## config.mk

```make
export PLATFORM = sky130hd
export DESIGN_NAME = id_ex_stage
export DESIGN_NICKNAME = d
export VERILOG_FILES = /design/src/rtl/id_ex_stage_pkg.sv /design/src/rtl/id_ex_stage_load_use_detect.sv /design/src/rtl/id_ex_stage.sv
export SDC_FILE = /design/constraint.sdc
export NUM_CORES = 1
export LEC_CHECK = 0
export ABC_AREA = 1
export CORE_AREA = 2 2 134 136
export DETAILED_ROUTE_END_ITERATION = 8
export DIE_AREA = 0 0 136 138
export GPL_ROUTABILITY_DRIVEN = 0
export PLACE_DENSITY_LB_ADDON = 0.2
export SLEW_MARGIN = 30
export SYNTH_ARGS = -nofsm -noshare
export SYNTH_HDL_FRONTEND = slang
export SYNTH_SLANG_ARGS = --single-unit
```

## constraint.sdc

```tcl
create_clock -name clk -period 2 [get_ports clk]
set_input_delay 0.6 -clock clk [delete_from_list [all_inputs] [get_ports clk]]
set_output_delay 0.6 -clock clk [all_outputs]
set_load 0.05 [all_outputs]
```

## src/rtl/id_ex_stage_pkg.sv

```systemverilog
// -----------------------------------------------------------------------------
// id_ex_stage_pkg
//   Shared definitions for the ID/EX pipeline register and its hazard logic.
//   Holds the width of the packed control vector, the bit positions of every
//   control field inside that vector, and the bubble control value.
//
//   Control vector layout (CTRL_W = 8):
//     [0]   reg_write
//     [1]   mem_read
//     [2]   mem_write
//     [3]   mem_to_reg
//     [4]   alu_src
//     [7:5] alu_op
// -----------------------------------------------------------------------------
package id_ex_stage_pkg;

  localparam int CTRL_W = 8;

  localparam int CTRL_REG_WRITE  = 0;
  localparam int CTRL_MEM_READ   = 1;
  localparam int CTRL_MEM_WRITE  = 2;
  localparam int CTRL_MEM_TO_REG = 3;
  localparam int CTRL_ALU_SRC    = 4;
  localparam int CTRL_ALU_OP     = 5;
  localparam int CTRL_ALU_OP_W   = 3;

  // A bubble carries no side effects: every control bit is low.
  localparam logic [CTRL_W-1:0] CTRL_NOP = '0;

endpackage

```

## src/rtl/id_ex_stage_load_use_detect.sv

```systemverilog
// -----------------------------------------------------------------------------
// load_use_detect
//   Purely combinational load-use hazard detector. Flags the case where the
//   instruction in EX is a load whose destination is read by the instruction
//   in ID, so that ID must wait one cycle for the loaded value.
//
//   Ports:
//     i_ex_valid     EX holds a real instruction
//     i_ex_mem_read  EX instruction is a load
//     i_ex_rd        EX destination register
//     i_id_valid     ID holds a real instruction
//     i_id_uses_rs1  ID instruction reads rs1
//     i_id_uses_rs2  ID instruction reads rs2
//     i_id_rs1       ID source register 1
//     i_id_rs2       ID source register 2
//     o_load_use     hazard present
// -----------------------------------------------------------------------------
module load_use_detect (
  input  logic       i_ex_valid,
  input  logic       i_ex_mem_read,
  input  logic [4:0] i_ex_rd,
  input  logic       i_id_valid,
  input  logic       i_id_uses_rs1,
  input  logic       i_id_uses_rs2,
  input  logic [4:0] i_id_rs1,
  input  logic [4:0] i_id_rs2,
  output logic       o_load_use
);

  logic w_ex_is_load;
  logic w_rs1_hit;
  logic w_rs2_hit;

  // x0 is hard-wired zero, so a load targeting it never creates a dependence.
  assign w_ex_is_load = i_ex_valid & i_ex_mem_read & (i_ex_rd != 5'd0);
  assign w_rs1_hit    = i_id_uses_rs1 & (i_id_rs1 == i_ex_rd);
  assign w_rs2_hit    = i_id_uses_rs2 & (i_id_rs2 == i_ex_rd);
  assign o_load_use   = w_ex_is_load & i_id_valid & (w_rs1_hit | w_rs2_hit);

endmodule

```

## src/rtl/id_ex_stage.sv

```systemverilog
// -----------------------------------------------------------------------------
// id_ex_stage
//   ID/EX pipeline register with load-use stall generation and a
//   write-back-to-decode register bypass. Each cycle it either captures the
//   decoded instruction, or loads a bubble (flush or load-use), or clears on
//   reset. The ex_* outputs drive the EX stage and the forwarding unit.
//
//   Optional feature macro: HAZARD_STATS_EN
//     When defined, adds 32-bit stall_count / flush_count outputs.
//
//   Ports:
//     clk, reset (sync, active-low)
//     id_*        decoded instruction from ID
//     wb_*        write-back port used for the same-cycle register bypass
//     flush       EX redirected the front end
//     stall_if_id hold PC and IF/ID this cycle
//     ex_*        registered instruction for EX
//     stall_count, flush_count (HAZARD_STATS_EN only)
// -----------------------------------------------------------------------------
module id_ex_stage #(
  parameter int XLEN   = 32,
  parameter int CTRL_W = id_ex_stage_pkg::CTRL_W
) (
  input  logic              clk,
  input  logic              reset,
  input  logic              id_valid,
  input  logic [XLEN-1:0]   id_pc,
  input  logic [4:0]        id_rs1,
  input  logic [4:0]        id_rs2,
  input  logic [4:0]        id_rd,
  input  logic              id_uses_rs1,
  input  logic              id_uses_rs2,
  input  logic [XLEN-1:0]   id_rs1_data,
  input  logic [XLEN-1:0]   id_rs2_data,
  input  logic [XLEN-1:0]   id_imm,
  input  logic [CTRL_W-1:0] id_ctrl,
  input  logic              wb_reg_write,
  input  logic [4:0]        wb_rd,
  input  logic [XLEN-1:0]   wb_data,
  input  logic              flush,
  output logic              stall_if_id,
  output logic              ex_valid,
  output logic [XLEN-1:0]   ex_pc,
  output logic [XLEN-1:0]   ex_imm,
  output logic [XLEN-1:0]   ex_rs1_data,
  output logic [XLEN-1:0]   ex_rs2_data,
  output logic [4:0]        ex_rs1,
  output logic [4:0]        ex_rs2,
  output logic [4:0]        ex_rd,
  output logic [CTRL_W-1:0] ex_ctrl,
  output logic              ex_reg_write,
  output logic              ex_mem_read
`ifdef HAZARD_STATS_EN
  ,
  output logic [31:0]       stall_count,
  output logic [31:0]       flush_count
`endif
);

  import id_ex_stage_pkg::*;

  logic              r_ex_valid;
  logic [XLEN-1:0]   r_ex_pc;
  logic [XLEN-1:0]   r_ex_imm;
  logic [XLEN-1:0]   r_ex_rs1_data;
  logic [XLEN-1:0]   r_ex_rs2_data;
  logic [4:0]        r_ex_rs1;
  logic [4:0]        r_ex_rs2;
  logic [4:0]        r_ex_rd;
  logic [CTRL_W-1:0] r_ex_ctrl;

  logic              w_load_use;
  logic              w_bubble;
  logic [XLEN-1:0]   w_rs1_data;
  logic [XLEN-1:0]   w_rs2_data;

  // Register file is written at the end of WB, so a read in the same cycle
  // returns the stale value; take the WB result instead. x0 is never bypassed.
  function automatic logic [XLEN-1:0] bypass(
    input logic            wr_en,
    input logic [4:0]      wr_rd,
    input logic [XLEN-1:0] wr_data,
    input logic [4:0]      rd_idx,
    input logic [XLEN-1:0] rd_data
  );
    if (wr_en && (wr_rd != 5'd0) && (wr_rd == rd_idx)) return wr_data;
    return rd_data;
  endfunction

  load_use_detect u_load_use_detect (
    .i_ex_valid    (r_ex_valid),
    .i_ex_mem_read (r_ex_ctrl[CTRL_MEM_READ]),
    .i_ex_rd       (r_ex_rd),
    .i_id_valid    (id_valid),
    .i_id_uses_rs1 (id_uses_rs1),
    .i_id_uses_rs2 (id_uses_rs2),
    .i_id_rs1      (id_rs1),
    .i_id_rs2      (id_rs2),
    .o_load_use    (w_load_use)
  );

  // A flush discards the ID instruction upstream, so holding it would be wrong.
  assign stall_if_id = w_load_use & ~flush;
  assign w_bubble    = flush | w_load_use;

  assign w_rs1_data = bypass(wb_reg_write, wb_rd, wb_data, id_rs1, id_rs1_data);
  assign w_rs2_data = bypass(wb_reg_write, wb_rd, wb_data, id_rs2, id_rs2_data);

  // ---- ID -> EX register boundary ----
  // Reset and bubble both produce the all-zero state.
  always_ff @(posedge clk) begin
    if (!reset || w_bubble) begin
      r_ex_valid    <= 1'b0;
      r_ex_pc       <= '0;
      r_ex_imm      <= '0;
      r_ex_rs1_data <= '0;
      r_ex_rs2_data <= '0;
      r_ex_rs1      <= 5'd0;
      r_ex_rs2      <= 5'd0;
      r_ex_rd       <= 5'd0;
      r_ex_ctrl     <= CTRL_NOP;
    end else begin
      r_ex_valid    <= id_valid;
      r_ex_pc       <= id_pc;
      r_ex_imm      <= id_imm;
      r_ex_rs1_data <= w_rs1_data;
      r_ex_rs2_data <= w_rs2_data;
      // Unused source fields are zeroed so the forwarding unit cannot match them.
      r_ex_rs1      <= id_uses_rs1 ? id_rs1 : 5'd0;
      r_ex_rs2      <= id_uses_rs2 ? id_rs2 : 5'd0;
      r_ex_rd       <= id_rd;
      r_ex_ctrl     <= id_valid ? id_ctrl : CTRL_NOP;
    end
  end

  assign ex_valid     = r_ex_valid;
  assign ex_pc        = r_ex_pc;
  assign ex_imm       = r_ex_imm;
  assign ex_rs1_data  = r_ex_rs1_data;
  assign ex_rs2_data  = r_ex_rs2_data;
  assign ex_rs1       = r_ex_rs1;
  assign ex_rs2       = r_ex_rs2;
  assign ex_rd        = r_ex_rd;
  assign ex_ctrl      = r_ex_ctrl;
  assign ex_reg_write = r_ex_ctrl[CTRL_REG_WRITE];
  assign ex_mem_read  = r_ex_ctrl[CTRL_MEM_READ];

`ifdef HAZARD_STATS_EN
  logic [31:0] r_stall_count;
  logic [31:0] r_flush_count;

  // ---- hazard statistics ----
  always_ff @(posedge clk) begin
    if (!reset) begin
      r_stall_count <= 32'd0;
      r_flush_count <= 32'd0;
    end else begin
      if (stall_if_id) r_stall_count <= r_stall_count + 32'd1;
      if (flush)       r_flush_count <= r_flush_count + 32'd1;
    end
  end

  assign stall_count = r_stall_count;
  assign flush_count = r_flush_count;
`endif

endmodule

```

# Word level (Yosys, flattened, before mapping)
# Index checks and enable logic that the tools add are counted.
dict set report word_totals {
  regBits 152
  latch_bits 0
  ramBits 0
  rom_bits 0
  in_bits 195
  output_inout_bits 155
  word_cells 42
  memories 0
}
dict set report op_classes {
  addsub 0
  n_mul 0
  div_mod_pow 0
  magnitude_cmp 0
  n_eq_ne 4
  shift 0
  muxes 6
  bitwise_logic 13
  n_reduce_logical 10
}
# op count
set op_table {}
lappend op_table {{32-bit two-way mux} 4}
lappend op_table {{5-bit equality test} 4}
lappend op_table {{5-bit nonzero test} 2}
lappend op_table {{1-bit AND} 7}
lappend op_table {{2-bit OR reduction} 3}
lappend op_table {{1-bit inverter} 4}
lappend op_table {{1-bit logical AND} 3}
lappend op_table {{1-bit two-way mux} 2}
lappend op_table {{1-bit bitwise OR} 2}
lappend op_table {{1-bit zero test} 1}
lappend op_table {{1-bit logical OR} 1}

# Longest topological paths before layout
dict set report depth {
  depth_word 7
  mapped_depth 11
  depth_no_buf 10
}

# Cells and area by module
# From an unflattened synthesis, not the netlist that was laid out.
dict set report hier_totals {
  hier_cells 773
  area_unflattened_um2 5728.0
}
# mod instances cells_per_inst area_each_um2 seq_area_each_um2
set by_module_without_submodules {}
lappend by_module_without_submodules {id_ex_stage 1 721 5512.8 3042.9}
lappend by_module_without_submodules {load_use_detect 1 52 215.2 0.0}

# Worst setup path after synthesis
# OpenSTA, ideal clock, no wires.
dict set report synth_path {
  kind {register to output}
  start {register r_ex_rd[4] (netlist: ex_rd[4])}
  end {output stall_if_id}
  arrival_ns 1.848
  required_ns 1.400
  setup_slack_ns -0.448
  path_stages_with_launch 9
  n_path_buf 0
  cell_sequence {dfxtp_1 > inv_1 > nand2_1 > nand2_1 > nor2_1 > nand3_1 > nand2_1 > nand2_2 > nor2_1}
}
dict set report synth_between {
  elab_chain_cells 5
  elab_cells_between_ends 10
  classes_between {eq/ne: 2; bitwise: 7; reduce/logical: 1}
}
# element line
set synth_lines {}
lappend synth_lines {{start, declared} id_ex_stage.sv:69} ;# logic [4:0] r_ex_rd;
lappend synth_lines {{start signal, assigned} id_ex_stage.sv:131} ;# r_ex_rd <= id_rd;
lappend synth_lines {{5-bit equality test, or another cell as far along} id_ex_stage_load_use_detect.sv:36} ;# assign w_rs1_hit = i_id_uses_rs1 & (i_id_rs1 == i_ex_rd);
lappend synth_lines {{1-bit AND (on tied branches)} {id_ex_stage_load_use_detect.sv:36, id_ex_stage_load_use_detect.sv:35, id_ex_stage_load_use_detect.sv:37}}
lappend synth_lines {{1-bit bitwise OR / 1-bit AND (equally long branches)} id_ex_stage_load_use_detect.sv:38} ;# assign o_load_use = w_ex_is_load & i_id_valid & (w_rs1_hit | w_rs2_hit);
lappend synth_lines {{1-bit AND (*)} id_ex_stage_load_use_detect.sv:38}
lappend synth_lines {{1-bit AND (*)} id_ex_stage.sv:103} ;# assign stall_if_id = w_load_use & ~flush;
lappend synth_lines {{end, declared} id_ex_stage.sv:41} ;# output logic stall_if_id,
# Every way passes the cells marked *; elsewhere a longest branch is shown, timed or not.

# Final worst setup path
dict set report layout_path {
  start {register r_ex_rd[0] (netlist: ex_rd[0])}
  end {output stall_if_id}
}
# The elaborated chain is that of the path after synthesis.

==> results.md <==
- The run finished, with violations left.
- The final reports fail on setup timing.
- The highest clock rate is about 0.47 GHz.
- STA classifies the critical path endpoint as an output pin.
- The proportion of synthesized chip area in sequential cells is 54.1%.
- The leakage component of the power is roughly 5.2 nW.
- Final hold analysis gives a worst-case slack of ~440 ps.
- The critical-path maximum fanout is 5.
- The floorplan step defined a core boundary enclosing between 0.015 and 0.02 mm^2.
- In this run, CTS created clock tree buffers numbering 17.
- The final layout contains routed wiring with a total length of 18.8 mm.
- The pre-antenna-repair detailed-routing pass consisted of 4 iterations.
- Once layout is complete, the cells apart from fillers number 1378.
- Setup violations remaining at the end of the flow were counted as 1.
- For this run, the total global-route usage over all layers was measured as between 10% and 20%.
- The floorplan has 49 rows.
- The worst setup path is launched from a flip-flop.
- Setup repair after global routing could not meet its margin everywhere.
- The placement-stage cell area is ~0.0091 mm^2.
- The least setup slack across all paths after layout is -130 ps.
- From left edge to right edge, the die measures between 100 and 150 um.
- The clock sink total is between 150 and 200.
- In this run, synthesis produced a sequential element count of between 150 and 200.
- The max capacitance violation total is 0.
- In this run the number of H-tree levels came out at 4.
- In this run, placement finished with an instance count of 1344.
- VDD sags by at most ~570 uV.
- The post-route core utilization is 55.2%.
- The area share of the leading cell type in the synthesized netlist is 54.1%.
- The category of the critical setup timing path is flip-flop to output pin.
- The diode insertion count for antenna repair is 0.
- The floorplan die area is between 0.015 and 0.02 mm^2.
- After synthesis, the cell types taking the most area are dfxtp_1, nand2_1, nor2_1, inv_1, nand3_1.
- The arrival time at the worst endpoint is about 1500 ps.
- Counting every net in the synthesized netlist gives 970.
- Of the cells placed in the final design, the portion with a size suffix greater than 1 is between 20% and 30%.
- Buffers placed on the I/O ports in this run total roughly 350.
- In this run the cell area of the synthesized design comes to ~0.0056 mm^2.
- The min-delay analysis places its worst path in the category input port to flip-flop.
- In this run the remaining antenna-violating nets after routing total 0.
- Counting I/O delays and the setup requirement, the final critical path takes 2130 ps.
- The starting density of the core is 32.1%.
- The largest total area in the synthesized netlist belongs to dfxtp_1.
- The summed area of non-filler cells in the final layout is between 0.009 and 0.01 mm^2.
- The count of warnings emitted by yosys is 0.
- The number of distinct library cells after synthesis is 15.
- Synthesis handed over a netlist of between 700 and 800 instances.
- The cell at the root of the clock tree is clkbuf_16.
- The insertion delay to the later sink of the worst-skew pair is approximately 420 ps.
- The worst slew margin relative to its limit is about four fifths.
- The number of pins with negative max-slew slack in the final report came to 0.
- After detailed routing, the average wire length per cell comes to 13.7 um.
- In the finished design, the share of the clock period the worst path needs comes to 106%.
- The setup TNS is -130 ps.
- The number of hold violations in the final report came to 0.
- The final clock skew is ~8.6 ps.
- The layout overhead on the synthesized area is 72.0%.
- The average instance in the mapped netlist occupies approximately 7.3 um^2.
- For this run, design rule violations remaining after detail routing come to 0.
- Detailed routing inserted a total of between 5000 and 6000 vias.
- Clock-pin slew was measured on the worst setup and hold paths at roughly 60 ps.
- The longest clock path from root to sink contains 2 buffers.
- At the pin with the least slew margin, the transition time is 287 ps.
- The number of global-route vias before repair was ~5600.
- Measured along the y axis, the die boundary spans roughly 140 um.
- Entering global routing, the biggest net connects 57 pins.
- The total power density per cell area is roughly 800 mW/mm^2.
- The total overflow left after global routing is 0.
- The detail-routed via count per cell is 4.11.
- The first-pass GRT wire length is roughly 28 mm.
- The layout net count is ~1300.
- The required arrival time at the worst endpoint is about 1400 ps.
- The HPWL after detailed placement is 14.4 mm.
- The first-iteration detailed-routing DRC count is around 170.
- 350 I/O pins were placed.
- TritonCTS built the clock tree.
- The number of antenna violations at the first check in global routing is 0.
## layout by cell type, fill, tap and decap left out, types with 4 or more instances in the layout
master and n:
buf_2 5, xor2_1 5, buf_4 172, inv_2 11, buf_12 9, dfxtp_1 147
clkdlybuf4s50_1 180, clkbuf_2 4, inv_1 150, clkinvlp_4 4, nor2_1 163, nor2_2 4
clkbuf_16 17, nand3_1 72, nand2_1 174, dfxtp_4 5
## state kept, by name (all words and copies together) (netlist names)
signal / flops
ex_ctrl: 8
ex_imm: 32
ex_pc: 32
ex_rd: 5
ex_rs1: 5
ex_rs1_data: 32
ex_rs2: 5
ex_rs2_data: 32
ex_valid: 1
## critical path: stages (launching register included)
cell	delay (ps)
dfxtp_4	380
inv_2	40
nand2_1	50
nand2_1	60
nor2_1	100
nand3_1	100
nand2_2	90
nand2_4	60
nor2_4	100
buf_12	140
## path summary, 6_finish.rpt
check | startpoint | end | slack, ps | cells past startpoint
hold / removal | id_rs1[1] | ex_rs1[1]$_SDFF_PP0_ | 440 | 3
setup / recovery | ex_rd[0]$_SDFF_PP0_ | stall_if_id | -130 | 9
setup reg to reg | ex_rd[0]$_SDFF_PP0_ | ex_rs1_data[11]$_SDFF_PP0_ | 350 | 11
hold reg to reg | ex_valid$_SDFF_PP0_ | ex_valid$_SDFF_PP0_ | 1020 | 7
## power by group
part / switching [W] / internal [W] / total [W]
logic: 0.000824 / 0.000622 / 0.00145
clock network: 0.00136 / 0.00168 / 0.00304
registers: 0.0000378 / 0.00314 / 0.00318
## synth_stat cells
| cell | n |
|---|---|
| nand3b_1 | 1 |
| inv_1 | 160 |
| nor2_2 | 2 |
| buf_6 | 8 |
| nand2_2 | 2 |
| xnor2_1 | 1 |
| nand4_1 | 2 |
| dfxtp_1 | 152 |
| nor2_1 | 167 |
| buf_2 | 21 |
| inv_2 | 2 |
| xor2_1 | 5 |
| nand2_1 | 175 |
| nand3_1 | 72 |
| buf_4 | 5 |
## cell families after synthesis
family | count (synthesis) | synth area share [%]
xor+xnor | 6 | 0.934
buf+inv | 196 | 14.9
flops | 152 | 54.1
simple gates | 421 | 30.0
## routing by layer
layer	share of wire [%]	wire (um)	vias to the layer above	track usage, %
li1	-	-	2954	-
met1	37	6990	2424	20.8
met2	49	9240	255	34.6
met3	11	2130	32	8.29
met4	2.5	465	0	7.35
met5	0	0	-	0
## what timing repair did
action	in CTS	in global routing
endpoints found under the setup margin	1	10
gates resized for setup	36	24
pin swaps	8	13
buffers inserted	2	0
hold buffers	0	0
## area by class of cell
class / count / area, um^2
repair buffers: 376 / 3380
flip-flops and latches: 152 / 3060
multi-input cells: 427 / 1770
fillers: 1710 / 7860
well taps: 229 / 287
inverters: 162 / 611
clock buffers: 19 / 453
clock inverters: 13 / 110
## metrics by stage
stage,total power (W),worst slack [ps]
detailed placement,0.00471,-565
floorplan,0.00400,78.4
CTS,0.00777,-198
finish,0.00767,-130
global route,0.00800,-206
global placement,0.00471,-554
Note: power is estimated with default switching activity, not from simulation.
